===== config.mk =====
export PLATFORM = sky130hd
export DESIGN_NAME = host_gen_flat
export DESIGN_NICKNAME = d
export VERILOG_FILES = /design/src/rtl/host_gen_pkg.sv /design/src/rtl/host_gen_if.sv /design/src/rtl/host_gen_lfsr.sv /design/src/rtl/host_gen.sv /design/src/flat_wrapper.sv
export SDC_FILE = /design/constraint.sdc
export NUM_CORES = 1
export LEC_CHECK = 0
export ABC_AREA = 1
export CAP_MARGIN = 25
export CORE_AREA = 10 10 253 255
export CTS_BUF_LIST = sky130_fd_sc_hd__clkbuf_8
export DETAILED_ROUTE_END_ITERATION = 8
export DIE_AREA = 0 0 263 265
export PLACE_DENSITY = 0.52
export SLEW_MARGIN = 20
export SYNTH_ARGS = -nofsm -noshare
export SYNTH_HDL_FRONTEND = slang
export SYNTH_SLANG_ARGS = --single-unit

===== constraint.sdc =====
create_clock -name asclk -period 2.22 [get_ports asclk]
set_input_delay 0.555 -clock asclk [delete_from_list [all_inputs] [get_ports asclk]]
set_output_delay 0.555 -clock asclk [all_outputs]
set_load 0.01 [all_outputs]

===== src/rtl/host_gen_pkg.sv =====
// host_gen_pkg: shared types and helpers for the charging-datapath stimulus host.
//   state_e      : run FSM states
//   LFSR_TAPS    : 16-bit Fibonacci tap mask (taps 16,14,13,11)
//   SKIP_PERIOD  : every SKIP_PERIOD-th packet is sent uncharged when skipping is on
//   clog2()      : ceil(log2(v)) for sizing counters
//   lfsr_next()  : one LFSR step
package host_gen_pkg;

    typedef enum logic [1:0] {
        ST_IDLE,
        ST_INIT,
        ST_TRAFFIC,
        ST_READ
    } state_e;

    // Tap positions 16,14,13,11 map to bits 15,13,12,10.
    localparam logic [15:0] LFSR_TAPS   = 16'hB400;
    localparam int          SKIP_PERIOD = 8;

    function automatic int clog2(input int v);
        int r;
        r = 0;
        for (int i = 0; i < 31; i++) begin
            if ((1 << i) < v) r = i + 1;
        end
        return r;
    endfunction

    function automatic logic [15:0] lfsr_next(input logic [15:0] v);
        return {v[14:0], ^(v & LFSR_TAPS)};
    endfunction

endpackage


===== src/rtl/host_gen_if.sv =====
// host_gen_if: the three valid/ready ports between the stimulus host and the
// charging engine.
//   w_cnt_* : counter-write request (id + record data)
//   r_cnt_* : counter-read request (id)
//   in_*    : packet input (id, length, target counter, charge enable, uplink)
// master = host side (drives vld/payload), slave = engine side (drives rdy).
interface host_gen_if #(
    parameter int CNT_ID_W   = 14,
    parameter int CNT_DATA_W = 512,
    parameter int PKT_ID_W   = 96,
    parameter int PKT_LEN_W  = 16
);
    logic                  w_cnt_vld;
    logic                  w_cnt_rdy;
    logic [CNT_ID_W-1:0]   w_cnt_id;
    logic [CNT_DATA_W-1:0] w_cnt_data;

    logic                  r_cnt_vld;
    logic                  r_cnt_rdy;
    logic [CNT_ID_W-1:0]   r_cnt_id;

    logic                  in_vld;
    logic                  in_rdy;
    logic [PKT_ID_W-1:0]   in_pkt_id;
    logic [PKT_LEN_W-1:0]  in_pkt_len;
    logic [CNT_ID_W-1:0]   in_cnt_id;
    logic                  in_cnt_en;
    logic                  in_ul;

    modport master (
        output w_cnt_vld, w_cnt_id, w_cnt_data,
        input  w_cnt_rdy,
        output r_cnt_vld, r_cnt_id,
        input  r_cnt_rdy,
        output in_vld, in_pkt_id, in_pkt_len, in_cnt_id, in_cnt_en, in_ul,
        input  in_rdy
    );

    modport slave (
        input  w_cnt_vld, w_cnt_id, w_cnt_data,
        output w_cnt_rdy,
        input  r_cnt_vld, r_cnt_id,
        output r_cnt_rdy,
        input  in_vld, in_pkt_id, in_pkt_len, in_cnt_id, in_cnt_en, in_ul,
        output in_rdy
    );
endinterface


===== src/rtl/host_gen_lfsr.sv =====
// host_gen_lfsr: 16-bit Fibonacci LFSR used for packet lengths.
//   clk_i, rst_i : clock, synchronous active-high reset (reloads SEED)
//   step_i       : advance one step this cycle
//   value_o      : current value
//   next_o       : value after one step (look-ahead for registered payloads)
module host_gen_lfsr
    import host_gen_pkg::*;
#(
    parameter logic [15:0] SEED = 16'hACE1
) (
    input  logic        clk_i,
    input  logic        rst_i,
    input  logic        step_i,
    output logic [15:0] value_o,
    output logic [15:0] next_o
);
    logic [15:0] value_q;

    always_ff @(posedge clk_i) begin
        if (rst_i)       value_q <= SEED;
        else if (step_i) value_q <= lfsr_next(value_q);
    end

    assign value_o = value_q;
    assign next_o  = lfsr_next(value_q);
endmodule


===== src/rtl/host_gen.sv =====
// host_gen: parametrised stimulus host for the charging datapath.
//   asclk, areset    : clock, synchronous active-high reset
//   start_w          : rising edge starts a write run (INIT then TRAFFIC)
//   start_r          : rising edge starts a READ run
//   bus (master)     : counter-write, counter-read and packet handshakes
//   busy             : FSM is not IDLE
//   done             : one-cycle pulse after the last accept of a run
// All outputs come straight from registers; next values are computed from the
// accept of the current cycle so back-to-back transfers need no bubble.
module host_gen
    import host_gen_pkg::*;
#(
    parameter int                    CNT_ID_W   = 14,
    parameter int                    CNT_DATA_W = 512,
    parameter int                    PKT_ID_W   = 96,
    parameter int                    PKT_LEN_W  = 16,
    parameter int                    NUM_CNT    = 16384,
    parameter int                    NUM_PKT    = 256,
    parameter logic [CNT_DATA_W-1:0] INIT_DATA  = '0,
    parameter int                    MIN_LEN    = 64,
    parameter int                    LEN_MASK   = 1023,
    parameter logic [15:0]           LFSR_SEED  = 16'hACE1,
    parameter bit                    SKIP_EN    = 1'b1
) (
    input  logic       asclk,
    input  logic       areset,
    input  logic       start_w,
    input  logic       start_r,
    host_gen_if.master bus,
    output logic       busy,
    output logic       done
);
    localparam int MAXN = (NUM_CNT > NUM_PKT) ? NUM_CNT : NUM_PKT;
    localparam int CW   = clog2(MAXN + 1);

    localparam logic [CW-1:0]       LAST_IDX = CW'(NUM_CNT - 1);
    localparam logic [CW-1:0]       LAST_PKT = CW'(NUM_PKT - 1);
    localparam logic [CNT_ID_W-1:0] LAST_ID  = CNT_ID_W'(NUM_CNT - 1);

    function automatic logic [PKT_LEN_W-1:0] len_of(input logic [15:0] l);
        return PKT_LEN_W'(MIN_LEN + int'(l & 16'(LEN_MASK)));
    endfunction

    function automatic logic skip_of(input logic [CW-1:0] nn);
        return SKIP_EN && ((32'(nn) % SKIP_PERIOD) == SKIP_PERIOD - 1);
    endfunction

    state_e state_q, state_d;
    logic   start_w_q, start_r_q;
    logic   [CW-1:0] idx_q, idx_d, n_q, n_d;

    logic                  w_vld_q, w_vld_d;
    logic [CNT_ID_W-1:0]   w_id_q, w_id_d;
    logic [CNT_DATA_W-1:0] w_data_q, w_data_d;
    logic                  r_vld_q, r_vld_d;
    logic [CNT_ID_W-1:0]   r_id_q, r_id_d;
    logic                  in_vld_q, in_vld_d;
    logic [PKT_ID_W-1:0]   pkt_id_q, pkt_id_d;
    logic [PKT_LEN_W-1:0]  pkt_len_q, pkt_len_d;
    logic [CNT_ID_W-1:0]   cnt_id_q, cnt_id_d;
    logic                  cnt_en_q, cnt_en_d;
    logic                  ul_q, ul_d;
    logic                  busy_q, busy_d;
    logic                  done_q, done_d;

    logic        lfsr_step;
    logic [15:0] lfsr_val, lfsr_nxt;

    logic start_w_edge, start_r_edge;
    logic w_acc, r_acc, in_acc;
    logic [CW-1:0] idx_inc, n_inc;

    assign start_w_edge = start_w & ~start_w_q;
    assign start_r_edge = start_r & ~start_r_q;
    assign w_acc        = w_vld_q & bus.w_cnt_rdy;
    assign r_acc        = r_vld_q & bus.r_cnt_rdy;
    assign in_acc       = in_vld_q & bus.in_rdy;
    assign idx_inc      = idx_q + 1'b1;
    assign n_inc        = n_q + 1'b1;

    host_gen_lfsr #(.SEED(LFSR_SEED)) u_lfsr (
        .clk_i   (asclk),
        .rst_i   (areset),
        .step_i  (lfsr_step),
        .value_o (lfsr_val),
        .next_o  (lfsr_nxt)
    );

    always_comb begin
        state_d   = state_q;
        idx_d     = idx_q;
        n_d       = n_q;
        w_vld_d   = w_vld_q;
        w_id_d    = w_id_q;
        w_data_d  = w_data_q;
        r_vld_d   = r_vld_q;
        r_id_d    = r_id_q;
        in_vld_d  = in_vld_q;
        pkt_id_d  = pkt_id_q;
        pkt_len_d = pkt_len_q;
        cnt_id_d  = cnt_id_q;
        cnt_en_d  = cnt_en_q;
        ul_d      = ul_q;
        done_d    = 1'b0;
        lfsr_step = 1'b0;

        case (state_q)
            ST_IDLE: begin
                // start_w is checked first, so a simultaneous start_r edge is dropped.
                if (start_w_edge) begin
                    state_d  = ST_INIT;
                    idx_d    = '0;
                    w_vld_d  = 1'b1;
                    w_id_d   = '0;
                    w_data_d = INIT_DATA;
                end else if (start_r_edge) begin
                    state_d = ST_READ;
                    idx_d   = '0;
                    r_vld_d = 1'b1;
                    r_id_d  = '0;
                end
            end

            ST_INIT: begin
                if (w_acc) begin
                    if (idx_q == LAST_IDX) begin
                        // Present packet 0 right away: no bubble between phases.
                        state_d   = ST_TRAFFIC;
                        idx_d     = '0;
                        n_d       = '0;
                        w_vld_d   = 1'b0;
                        in_vld_d  = 1'b1;
                        pkt_id_d  = '0;
                        pkt_len_d = len_of(lfsr_val);
                        cnt_id_d  = '0;
                        ul_d      = 1'b0;
                        cnt_en_d  = ~skip_of('0);
                    end else begin
                        idx_d  = idx_inc;
                        w_id_d = CNT_ID_W'(idx_inc);
                    end
                end
            end

            ST_TRAFFIC: begin
                if (in_acc) begin
                    lfsr_step = 1'b1;
                    if (n_q == LAST_PKT) begin
                        state_d  = ST_IDLE;
                        in_vld_d = 1'b0;
                        done_d   = 1'b1;
                    end else begin
                        // Next length uses the post-step LFSR value.
                        n_d       = n_inc;
                        pkt_id_d  = PKT_ID_W'(n_inc);
                        pkt_len_d = len_of(lfsr_nxt);
                        cnt_id_d  = (cnt_id_q == LAST_ID) ? '0 : cnt_id_q + 1'b1;
                        ul_d      = n_inc[0];
                        cnt_en_d  = ~skip_of(n_inc);
                    end
                end
            end

            ST_READ: begin
                if (r_acc) begin
                    if (idx_q == LAST_IDX) begin
                        state_d = ST_IDLE;
                        r_vld_d = 1'b0;
                        done_d  = 1'b1;
                    end else begin
                        idx_d  = idx_inc;
                        r_id_d = CNT_ID_W'(idx_inc);
                    end
                end
            end

            default: state_d = ST_IDLE;
        endcase

        busy_d = (state_d != ST_IDLE);
    end

    always_ff @(posedge asclk) begin
        if (areset) begin
            state_q   <= ST_IDLE;
            start_w_q <= 1'b0;
            start_r_q <= 1'b0;
            idx_q     <= '0;
            n_q       <= '0;
            w_vld_q   <= 1'b0;
            w_id_q    <= '0;
            w_data_q  <= '0;
            r_vld_q   <= 1'b0;
            r_id_q    <= '0;
            in_vld_q  <= 1'b0;
            pkt_id_q  <= '0;
            pkt_len_q <= '0;
            cnt_id_q  <= '0;
            cnt_en_q  <= 1'b0;
            ul_q      <= 1'b0;
            busy_q    <= 1'b0;
            done_q    <= 1'b0;
        end else begin
            state_q   <= state_d;
            start_w_q <= start_w;
            start_r_q <= start_r;
            idx_q     <= idx_d;
            n_q       <= n_d;
            w_vld_q   <= w_vld_d;
            w_id_q    <= w_id_d;
            w_data_q  <= w_data_d;
            r_vld_q   <= r_vld_d;
            r_id_q    <= r_id_d;
            in_vld_q  <= in_vld_d;
            pkt_id_q  <= pkt_id_d;
            pkt_len_q <= pkt_len_d;
            cnt_id_q  <= cnt_id_d;
            cnt_en_q  <= cnt_en_d;
            ul_q      <= ul_d;
            busy_q    <= busy_d;
            done_q    <= done_d;
        end
    end

    assign bus.w_cnt_vld  = w_vld_q;
    assign bus.w_cnt_id   = w_id_q;
    assign bus.w_cnt_data = w_data_q;
    assign bus.r_cnt_vld  = r_vld_q;
    assign bus.r_cnt_id   = r_id_q;
    assign bus.in_vld     = in_vld_q;
    assign bus.in_pkt_id  = pkt_id_q;
    assign bus.in_pkt_len = pkt_len_q;
    assign bus.in_cnt_id  = cnt_id_q;
    assign bus.in_cnt_en  = cnt_en_q;
    assign bus.in_ul      = ul_q;
    assign busy           = busy_q;
    assign done           = done_q;
endmodule


===== src/flat_wrapper.sv =====
// flat-port wrapper written by rule: the top's interface ports become plain ports
module host_gen_flat import host_gen_pkg::*;
#(
    parameter int                    CNT_ID_W   = 14,
    parameter int                    CNT_DATA_W = 512,
    parameter int                    PKT_ID_W   = 96,
    parameter int                    PKT_LEN_W  = 16,
    parameter int                    NUM_CNT    = 16384,
    parameter int                    NUM_PKT    = 256,
    parameter logic [CNT_DATA_W-1:0] INIT_DATA  = '0,
    parameter int                    MIN_LEN    = 64,
    parameter int                    LEN_MASK   = 1023,
    parameter logic [15:0]           LFSR_SEED  = 16'hACE1,
    parameter bit                    SKIP_EN    = 1'b1
)
  (asclk, areset, start_w, start_r, busy, done, bus_w_cnt_vld, bus_w_cnt_id, bus_w_cnt_data, bus_w_cnt_rdy, bus_r_cnt_vld, bus_r_cnt_id, bus_r_cnt_rdy, bus_in_vld, bus_in_pkt_id, bus_in_pkt_len, bus_in_cnt_id, bus_in_cnt_en, bus_in_ul, bus_in_rdy);
  host_gen_if #(.CNT_ID_W(CNT_ID_W), .CNT_DATA_W(CNT_DATA_W), .PKT_ID_W(PKT_ID_W), .PKT_LEN_W(PKT_LEN_W)) bus_i ();
  input  logic asclk;
  input  logic areset;
  input  logic start_w;
  input  logic start_r;
  output logic busy;
  output logic done;
  output wire logic [$bits(bus_i.w_cnt_vld)-1:0] bus_w_cnt_vld;
  output wire logic [$bits(bus_i.w_cnt_id)-1:0] bus_w_cnt_id;
  output wire logic [$bits(bus_i.w_cnt_data)-1:0] bus_w_cnt_data;
  input wire logic [$bits(bus_i.w_cnt_rdy)-1:0] bus_w_cnt_rdy;
  output wire logic [$bits(bus_i.r_cnt_vld)-1:0] bus_r_cnt_vld;
  output wire logic [$bits(bus_i.r_cnt_id)-1:0] bus_r_cnt_id;
  input wire logic [$bits(bus_i.r_cnt_rdy)-1:0] bus_r_cnt_rdy;
  output wire logic [$bits(bus_i.in_vld)-1:0] bus_in_vld;
  output wire logic [$bits(bus_i.in_pkt_id)-1:0] bus_in_pkt_id;
  output wire logic [$bits(bus_i.in_pkt_len)-1:0] bus_in_pkt_len;
  output wire logic [$bits(bus_i.in_cnt_id)-1:0] bus_in_cnt_id;
  output wire logic [$bits(bus_i.in_cnt_en)-1:0] bus_in_cnt_en;
  output wire logic [$bits(bus_i.in_ul)-1:0] bus_in_ul;
  input wire logic [$bits(bus_i.in_rdy)-1:0] bus_in_rdy;
  assign bus_w_cnt_vld = bus_i.w_cnt_vld;
  assign bus_w_cnt_id = bus_i.w_cnt_id;
  assign bus_w_cnt_data = bus_i.w_cnt_data;
  assign bus_i.w_cnt_rdy = bus_w_cnt_rdy;
  assign bus_r_cnt_vld = bus_i.r_cnt_vld;
  assign bus_r_cnt_id = bus_i.r_cnt_id;
  assign bus_i.r_cnt_rdy = bus_r_cnt_rdy;
  assign bus_in_vld = bus_i.in_vld;
  assign bus_in_pkt_id = bus_i.in_pkt_id;
  assign bus_in_pkt_len = bus_i.in_pkt_len;
  assign bus_in_cnt_id = bus_i.in_cnt_id;
  assign bus_in_cnt_en = bus_i.in_cnt_en;
  assign bus_in_ul = bus_i.in_ul;
  assign bus_i.in_rdy = bus_in_rdy;
  host_gen #(.CNT_ID_W(CNT_ID_W), .CNT_DATA_W(CNT_DATA_W), .PKT_ID_W(PKT_ID_W), .PKT_LEN_W(PKT_LEN_W), .NUM_CNT(NUM_CNT), .NUM_PKT(NUM_PKT), .INIT_DATA(INIT_DATA), .MIN_LEN(MIN_LEN), .LEN_MASK(LEN_MASK), .LFSR_SEED(LFSR_SEED), .SKIP_EN(SKIP_EN)) u_core (.asclk(asclk), .areset(areset), .start_w(start_w), .start_r(start_r), .bus(bus_i), .busy(busy), .done(done));
endmodule

==> results of run 1 <==
[power groups by stage]
stage / clock network (mW) / logic [mW] / registers (mW)
3_5_place_dp: 0 / 1.23 / 2.08
6_report: 1.36 / 1.28 / 2.03
3_3_place_gp: 0 / 1.23 / 2.07
4_1_cts: 1.48 / 1.23 / 2.03
2_1_floorplan: 0 / 1.65 / 2.08
5_1_grt: 1.52 / 1.43 / 2.04
[synthesized netlist by cell type (all sizes together)]
cell	n
o211ai	3
conb	1
a221oi	1
and3	1
ha	10
or2	2
o221ai	1
nand4	9
buf	614
o21ai	28
a21oi	95
nor3	15
xnor2	9
o21bai	1
clkinv	1
nand3	50
nor2	83
nand2	256
inv	62
clkbuf	18
xor2	20
dfxtp	109
[path summary, 6_finish.rpt]
check | slack [ns] | depth (start not counted) | end
worst min-delay path | 0.47 | 2 | u_core.bus.w_cnt_id[13]
worst max-delay path | 0.12 | 2 | bus_in_pkt_id[4]
worst max register to register | 0.24 | 11 | u_core.bus.in_cnt_en
worst min register to register | 0.47 | 2 | u_core.bus.w_cnt_id[13]
[layout make-up]
type                       count  area share
multi-input combinational   1182      0.5171
clock buffer                  10     0.01389
timing repair buffer         124      0.1196
antenna                        1   0.0002526
clock inverter                 5    0.006819
inverter                      63     0.02437
sequential                   109      0.2204
tap                          773     0.09761
[repair_timing]
item                                    4_1_cts  5_1_grt
endpoints found under the hold margin         0        0
endpoints found under the setup margin        4        3
cloned                                        0        0
gates resized for setup                       4        3
[state kept, by name, indices dropped and copies added, names as in the netlist, 2 cells and up]
register and count:
u_core.u_lfsr.value_o 16, u_core.idx_q 15, u_core.bus.in_cnt_id 14, u_core.bus.in_pkt_id 15, u_core.bus.w_cnt_id 14, u_core.bus.r_cnt_id 14
u_core.bus.in_pkt_len 11, u_core.state_q 2
[logic make-up (layout without fill, tap and decap cells)]
logic type               Yosys count  in the layout
AO/OA/AOI/OAI                    129            129
XOR/XNOR                          29             29
adder cells (fa/ha/maj)           10             10
buffers and inverters            695            202
flip-flops                       109            109
other                              1            599
AND/OR/NAND/NOR                  416            416
[through the flow]
stage | total power, mW | cell area, um2 | utilization | std cells
floorplan | 3.731 | 12230 | - | 1986
CTS | 4.746 | 9898 | 0.1683 | 2266
finish | 4.668 | 9908 | 0.1685 | 2267
global placement | 3.310 | 9696 | 0.1649 | 2251
detailed placement | 3.303 | 9696 | 0.1649 | 2251
global route | 4.991 | 9908 | 0.1685 | 2267
[routing by layer]
metal,part of all wire,routed length [um],GRT usage
met5,0,0,0
met4,0.014,374,0.02594
met3,0.11,2855,0.03296
met2,0.53,14250,0.1306
met1,0.35,9469,0.06812
[worst max-delay path, stage by stage, from the launching register on]
cell	delay, ns
dfxtp_1	0.35
buf_4	0.14
clkdlybuf4s50_1	0.62
==> impl_metrics.ini, run 1 <==
[status]
outcome = completed

[drt]
drt_iter0_drc = 234
finalWirelength_um = 26950
postRouteAntennaNets = 0
wire_per_inst_um = 11.89
vias = 6589
viasPerCell = 2.906
first_pass_iters = 4
drc = 0

[global_routing]
grt_max_degree = 56
antenna_found_initial = 1
grt_pass1_wl_um = 39610
first_global_vias = 6689
grtUsageTotal = 0.07093
grt_overflow = 0

[power]
power.leakage_nw = 4.481
switching_share = 0.3908
powerDensity_nw_per_um2 = 471.1
p_comb_frac = 0.274
ir_drop_v = 0.0002038
clkPwrFrac = 0.291
power_frac_seq = 0.435
p_sw_mw = 1.824
intPower_mw = 2.844

[die]
die_w_um = 263
fp-row-count = 89
start_util = 0.1698
dieArea_um2 = 69700
die_h_um = 265
ios = 680
coreArea_um2 = 58800

[timing]
slew_viol_final = 0
setup_tns_ns = 0
fin_skew_ns = 0.02087
fmax_ghz = 0.4761
rsz0062_at_grt = false
holdWs_ns = 0.4713
period_minus_slack_ns = 2.100
period_share = 0.9461
layout_setup_ws_ns = 0.1197
setup_violations = 0
hold_viol_final = 0

[critical_path]
crit_path_end_kind = primary output
critical_path_required_ns = 1.66
reg2reg_from = u_core.idx_q[0]
worstPathMaxFanout = 4
startpoint = u_core.bus.in_pkt_id[4]
startpoint_type = flip-flop
crit_arrival_ns = 1.55
crit_type = flip-flop to primary output

[clock_tree]
cts.reportedPaths.clkPinSlew_ns = 0.12
clkSinkCount = 109
h-tree-depth = 3
clk_latency_ns = 0.44
clock_path_buffers = 2
post_cts_buffers = 0
cts_tree = done
clock-root-buffer = clkbuf_8
cts-hold-fix-buffers = 0
cts_made_buffers = 9

[synthesis]
syn_inst = 1389
synthXorXnorAreaFrac = 0.02544
synth_seq_cells = 109
synth_fa_ha_area_frac = 0.01253
synth_area_per_cell_um2 = 7.189
synth_area_leader_cell = buf_4
ys_seq_area_frac = 0.2185
ys.warnings.count = 0
synth_area_um2 = 9986
synthDistinctLibCells = 36
synth_top_family_by_area = buffers and inverters
synth.area.top_cells = buf_4 (45%), dfxtp_1 (22%), nand2_1 (8.6%), a21oi_1 (4.1%), nor2_1 (2.9%)
synth_top_area_share = 0.4511
synthMuxAreaShare = 0
synth-compound-area-share = 0.07280
synth-simple-area-share = 0.1775

[finish]
fillCellCount = 6812
final_cell_mix = conb_1 (598), nand2_1 (229), dfxtp_1 (108)
drive_gt1_frac = 0.07502
nets = 1506
multiInputGateArea_um2 = 5124
area_growth_pct = -0.7769
seq_area_um2 = 2183
final_common_cell = conb_1

[worst_hold_path]
hp-class = flip-flop to flip-flop
hold_start = u_core.bus.w_cnt_id[13]

[place]
dpl.hpwl_um = 22390
dp_slack_ns = -0.05899
place.gp.congestion = 0.7800
numPortBuffers = 81

[run]
maxCapViolations = 0
Note: power is estimated with default switching activity, not from simulation.
==> run 2: changes to the inputs <==
Settings changed: CORE_AREA 10 10 253 255 to 10 10 259 261, DIE_AREA 0 0 263 265 to 0 0 269 271, PLACE_DENSITY 0.52 to 0.5, SYNTH_HIERARCHICAL set to 1.
==> run 2 against run 1 <==
Net effect:
- clock-buffer cell count did not move
- critical endpoint is now bus_in_cnt_id[10]
- die area is 4.6% higher
- synthesized cell count increased by 1.4%
- via count up 1.8%
- clock power down 8%
- sequential cell count unchanged
- highest routed layer unchanged
- hold slack got worse by 0.0031 ns
- largest power group unchanged
- non-clock buffer count decreased by 2
- area after synthesis fell by 0.80%
- first-iteration DRC count fell by 0.85%
==> impl_metrics.ini, run 2 <==
[clock_tree]
cts.reportedPaths.clkPinSlew_ns = 0.11
cts_made_buffers = 9
h-tree-depth = 3
clock-root-buffer = clkbuf_8
cts-hold-fix-buffers = 0
clock_path_buffers = 2
clkSinkCount = 109
cts_tree = done
clk_latency_ns = 0.43

[power]
power_frac_seq = 0.429
p_comb_frac = 0.312
power.leakage_nw = 4.593
powerDensity_nw_per_um2 = 488.8
p_total_mw = 4.809
clkPwrFrac = 0.259
ir_drop_v = 0.0002642
p_sw_mw = 2.007
switching_share = 0.4174
intPower_mw = 2.802

[die]
fp-row-count = 91
start_util = 0.1608
coreArea_um2 = 61600
dieArea_um2 = 72900
die_w_um = 269
ios = 680
die_h_um = 271

[critical_path]
crit_type = flip-flop to primary output
reg2reg_depth = 11
worstPathCellList = clkdlybuf4s50_1
r2r-end = u_core/bus.in_cnt_id[5]
critPathTopFamily = buffers and inverters
crit_cells = 1
max_stage_delay_ns = 0.71
crit_buf_inv = 1
critical_path_required_ns = 1.66
startpoint_type = flip-flop
worstPathMaxFanout = 5
ff2ff_setup_slack_ns = 0.22
startpoint = u_core/bus.in_cnt_id[10]
reg2reg_from = u_core/idx_q[1]
crit_slowest_cell = clkdlybuf4s50_1
crit_path_end = bus_in_cnt_id[10]
crit_arrival_ns = 1.57
crit_path_end_kind = primary output

[timing]
relSlewSlack = 0.5950
setup_violations = 0
hold_viol_final = 0
period_minus_slack_ns = 2.124
period_share = 0.9566
worst_slew_pin_slew_ns = 0.6075
holdWs_ns = 0.4682
slew_viol_final = 0
fmax_ghz = 0.4709
setup_tns_ns = 0
fin_skew_ns = 0.01368
rsz0062_at_grt = false
layout_setup_ws_ns = 0.09645

[place]
dp_slack_ns = 0.03091
numPortBuffers = 81
place.gp.congestion = 0.7762
dpl.hpwl_um = 24070

[drt]
wire_per_inst_um = 12.46
topRoutingLayerUsed = met4
wl_met1_um = 10370
wl_met2_um = 14300
vias = 6706
viasPerCell = 2.866
drc = 0
postRouteAntennaNets = 0
finalWirelength_um = 29150
drt_iter0_drc = 232
wl_met3_um = 4247
first_pass_iters = 4

[global_routing]
grt_pass1_wl_um = 39610
grtUsageTotal = 0.07038
first_global_vias = 6318
antenna_found_initial = 0
grt_max_degree = 49
grt_overflow = 0

[finish]
post-route-util = 0.1597
drive_gt1_frac = 0.05522
nets = 1510
insertedDiodeCount = 0
final_common_cell = conb_1
fillCellCount = 7095
largest_reg_flops = 16
multiInputGateArea_um2 = 5004
final_cell_mix = conb_1 (598), nand2_1 (284), dfxtp_1 (108)
area_growth_pct = -0.6820
seq_area_um2 = 2183

[synthesis]
synth_area_per_cell_um2 = 7.030
synth_area_um2 = 9906
ys.warnings.count = 6
syn_inst = 1409

[worst_hold_path]
hp-class = flip-flop to flip-flop

[run]
maxCapViolations = 0

[status]
outcome = completed
run 2: routing by layer:
layer / vias to the layer above / track usage
met3: 12 / 0.03202
met2: 325 / 0.1256
met1: 3047 / 0.07356
met4: 0 / 0.01685
met5: - / 0
li1: 3322 / -
run 2: what timing repair did:
item / in CTS / in global routing
resized for setup: 11 / 6
setup endpoints to repair: 11 / 19
cloned: 0 / 1
buffers inserted: 0 / 1
run 2: power groups by stage:
stage / clock, mW / sequential (mW) / combinational (mW)
floorplan: 0 / 2.11 / 1.77
global placement: 0 / 2.11 / 1.43
detailed placement: 0 / 2.11 / 1.43
CTS: 1.34 / 2.06 / 1.43
global route: 1.39 / 2.07 / 1.68
finish: 1.25 / 2.06 / 1.50
run 2: worst min-delay path by stage:
| stage | start | endpoint | cells past startpoint |
|---|---|---|---|
| 6_report | u_core/bus.w_cnt_id[13] | u_core/bus.w_cnt_id[13] | 2 |
| 3_5_place_dp | u_core/bus.w_cnt_id[13] | u_core/bus.w_cnt_id[13] | 2 |
| 5_1_grt | u_core/bus.w_cnt_id[10] | u_core/bus.w_cnt_id[10] | 2 |
| 3_3_place_gp | u_core/bus.w_cnt_id[13] | u_core/bus.w_cnt_id[13] | 2 |
| 2_1_floorplan | u_core/u_lfsr/value_o[14] | u_core/u_lfsr/value_o[15] | 2 |
| 4_1_cts | u_core/bus.w_cnt_id[13] | u_core/bus.w_cnt_id[13] | 2 |
run 2: area by class of cell:
class	count	share of cell area
clock buffer	10	0.01399
clock inverter	6	0.004706
inverter	58	0.02264
multi-input combinational	1198	0.5086
sequential	109	0.2219
tap	837	0.1064
timing repair buffer	122	0.1217
run 2: through the flow:
step / instances / instance area (um2)
6_report: 2340 / 9838
5_1_grt: 2340 / 9838
4_1_cts: 2338 / 9774
3_5_place_dp: 2322 / 9604
3_3_place_gp: 2322 / 9604
2_1_floorplan: 2006 / 12150
==> run 3: changes to the inputs <==
Settings changed: PLACE_DENSITY 0.5 to not set.
==> run 3 against run 2 <==
Net effect:
- hold slack about the same
- sequential share of layout area up 0.21 points
- cell area down 1.0%
- non-clock buffer count down 11
- clock skew up 0.0040 ns
- register-to-register slack worse by 0.05 ns
- critical path depth unchanged
- sequential cell count unchanged
- total power down 0.20%
- clock power about the same
- critical endpoint is now bus_in_cnt_id[6]
==> impl_metrics.ini, run 3 (synthesis results as in run 2) <==
[status]
outcome = completed

[drt]
wire_per_inst_um = 11.66
finalWirelength_um = 27160
drc = 0
postRouteAntennaNets = 0
viasPerCell = 2.853
vias = 6647
drt_iter0_drc = 305
first_pass_iters = 4

[die]
dieArea_um2 = 72900
ios = 680
coreArea_um2 = 61600
start_util = 0.1608
die_h_um = 271
fp-row-count = 91
die_w_um = 269

[critical_path]
critical_path_required_ns = 1.66
max_stage_delay_ns = 0.68
crit_type = flip-flop to primary output
crit_path_end_kind = primary output
worstPathCellList = clkdlybuf4s50_1
crit_buf_inv = 1
worstPathMaxFanout = 5
crit_slowest_cell = clkdlybuf4s50_1
reg2reg_from = u_core/idx_q[0]
crit_arrival_ns = 1.55
ff2ff_setup_slack_ns = 0.17
critPathTopFamily = buffers and inverters
startpoint_type = flip-flop
crit_cells = 1
reg2reg_depth = 9
r2r-end = u_core/idx_q[4]

[clock_tree]
cts.reportedPaths.clkPinSlew_ns = 0.12
clock-root-buffer = clkbuf_8
cts_tree = done
clk_latency_ns = 0.44
h-tree-depth = 3
clkSinkCount = 109
post_cts_buffers = 0
cts-hold-fix-buffers = 0
clock_path_buffers = 2
cts_made_buffers = 9

[worst_hold_path]
holdPathEnd = u_core/bus.w_cnt_id[7]
hold_start = u_core/bus.w_cnt_id[7]
hp-class = flip-flop to flip-flop
holdPathStages = 2

[finish]
area_growth_pct = -1.680
final_common_cell = conb_1
fin_cells = 2330
largest_reg_flops = 16
fillCellCount = 7119
final_cell_mix = conb_1 (598), nand2_1 (283), dfxtp_1 (109)
nets = 1499
drive_gt1_frac = 0.04826
final_cell_area_um2 = 9739

[timing]
setup_violations = 0
period_minus_slack_ns = 2.105
fmax_ghz = 0.4750
setup_tns_ns = 0
fin_skew_ns = 0.01765
hold_viol_final = 0
period_share = 0.9484
relSlewSlack = 0.5073
slew_viol_final = 0
rsz0062_at_grt = true
worst_slew_pin_slew_ns = 0.7391

[place]
dpl.hpwl_um = 22940
dp_cells = 2313
numPortBuffers = 81
place.gp.congestion = 0.7802
postPlaceCellArea_um2 = 9537

[global_routing]
antenna_found_initial = 1
grt_overflow = 0
grt_pass1_wl_um = 37160
grtUsageTotal = 0.06627
first_global_vias = 6209
grt_max_degree = 59

[power]
ir_drop_v = 0.0002463
power.leakage_nw = 4.472
p_total_mw = 4.799
powerDensity_nw_per_um2 = 492.8

[run]
maxCapViolations = 0
run 3: final cells by class:
cell class,count,area [um2],share of cell area
timing repair buffer,111,1094,0.1123
antenna,1,2.502,0.0002569
clock inverter,7,67.56,0.006937
clock buffer,9,123.9,0.01272
inverter,58,222.7,0.02287
sequential,109,2182,0.2240
tap,837,1047,0.1075
multi-input combinational,1198,5000,0.5134
run 3: power by group:
group	internal, mW	leakage [nW]	switching, mW	total (mW)
Combinational	0.323	3.50	1.14	1.46
Sequential	2.01	0.880	0.0469	2.06
Clock	0.433	0.0920	0.842	1.27
run 3: worst max-delay path by stage:
stage                       startpoint                        to  slack, ns
4_1_cts        u_core/bus.in_cnt_id[5]          bus_in_cnt_id[5]      0.009
2_1_floorplan            u_core/n_q[0]  u_core/bus.in_pkt_len[0]       0.40
3_3_place_gp                bus_in_rdy             u_core/n_q[0]       0.05
5_1_grt                u_core/idx_q[0]           u_core/idx_q[5]      -0.04
3_5_place_dp                bus_in_rdy             u_core/n_q[0]     -0.005
6_report       u_core/bus.in_cnt_id[6]          bus_in_cnt_id[6]       0.11
run 3: what timing repair did:
| item | in CTS | in global routing |
|---|---|---|
| endpoints found under the setup margin | 7 | 33 |
| resized for setup | 7 | 4 |
| endpoints found under the hold margin | 0 | 0 |
run 3: metrics by stage:
| stage | util | hold WS (ns) | setup slack (ns) |
|---|---|---|---|
| after floorplan | - | 0.4328 | 0.3982 |
| after global placement | 0.1548 | 0.4496 | 0.05431 |
| after detailed placement | 0.1548 | 0.4539 | -0.005379 |
| after CTS | 0.1578 | 0.4729 | 0.009122 |
| after global routing | 0.1581 | 0.4897 | -0.04061 |
| final | 0.1581 | 0.4679 | 0.1146 |
run 3: routing by layer:
metal	routed length [um]	vias up	track usage
met2	13160	356	0.1149
met5	0	-	0
met3	4305	19	0.03320
met4	365	0	0.02144
li1	-	3301	-
met1	9331	2971	0.06813
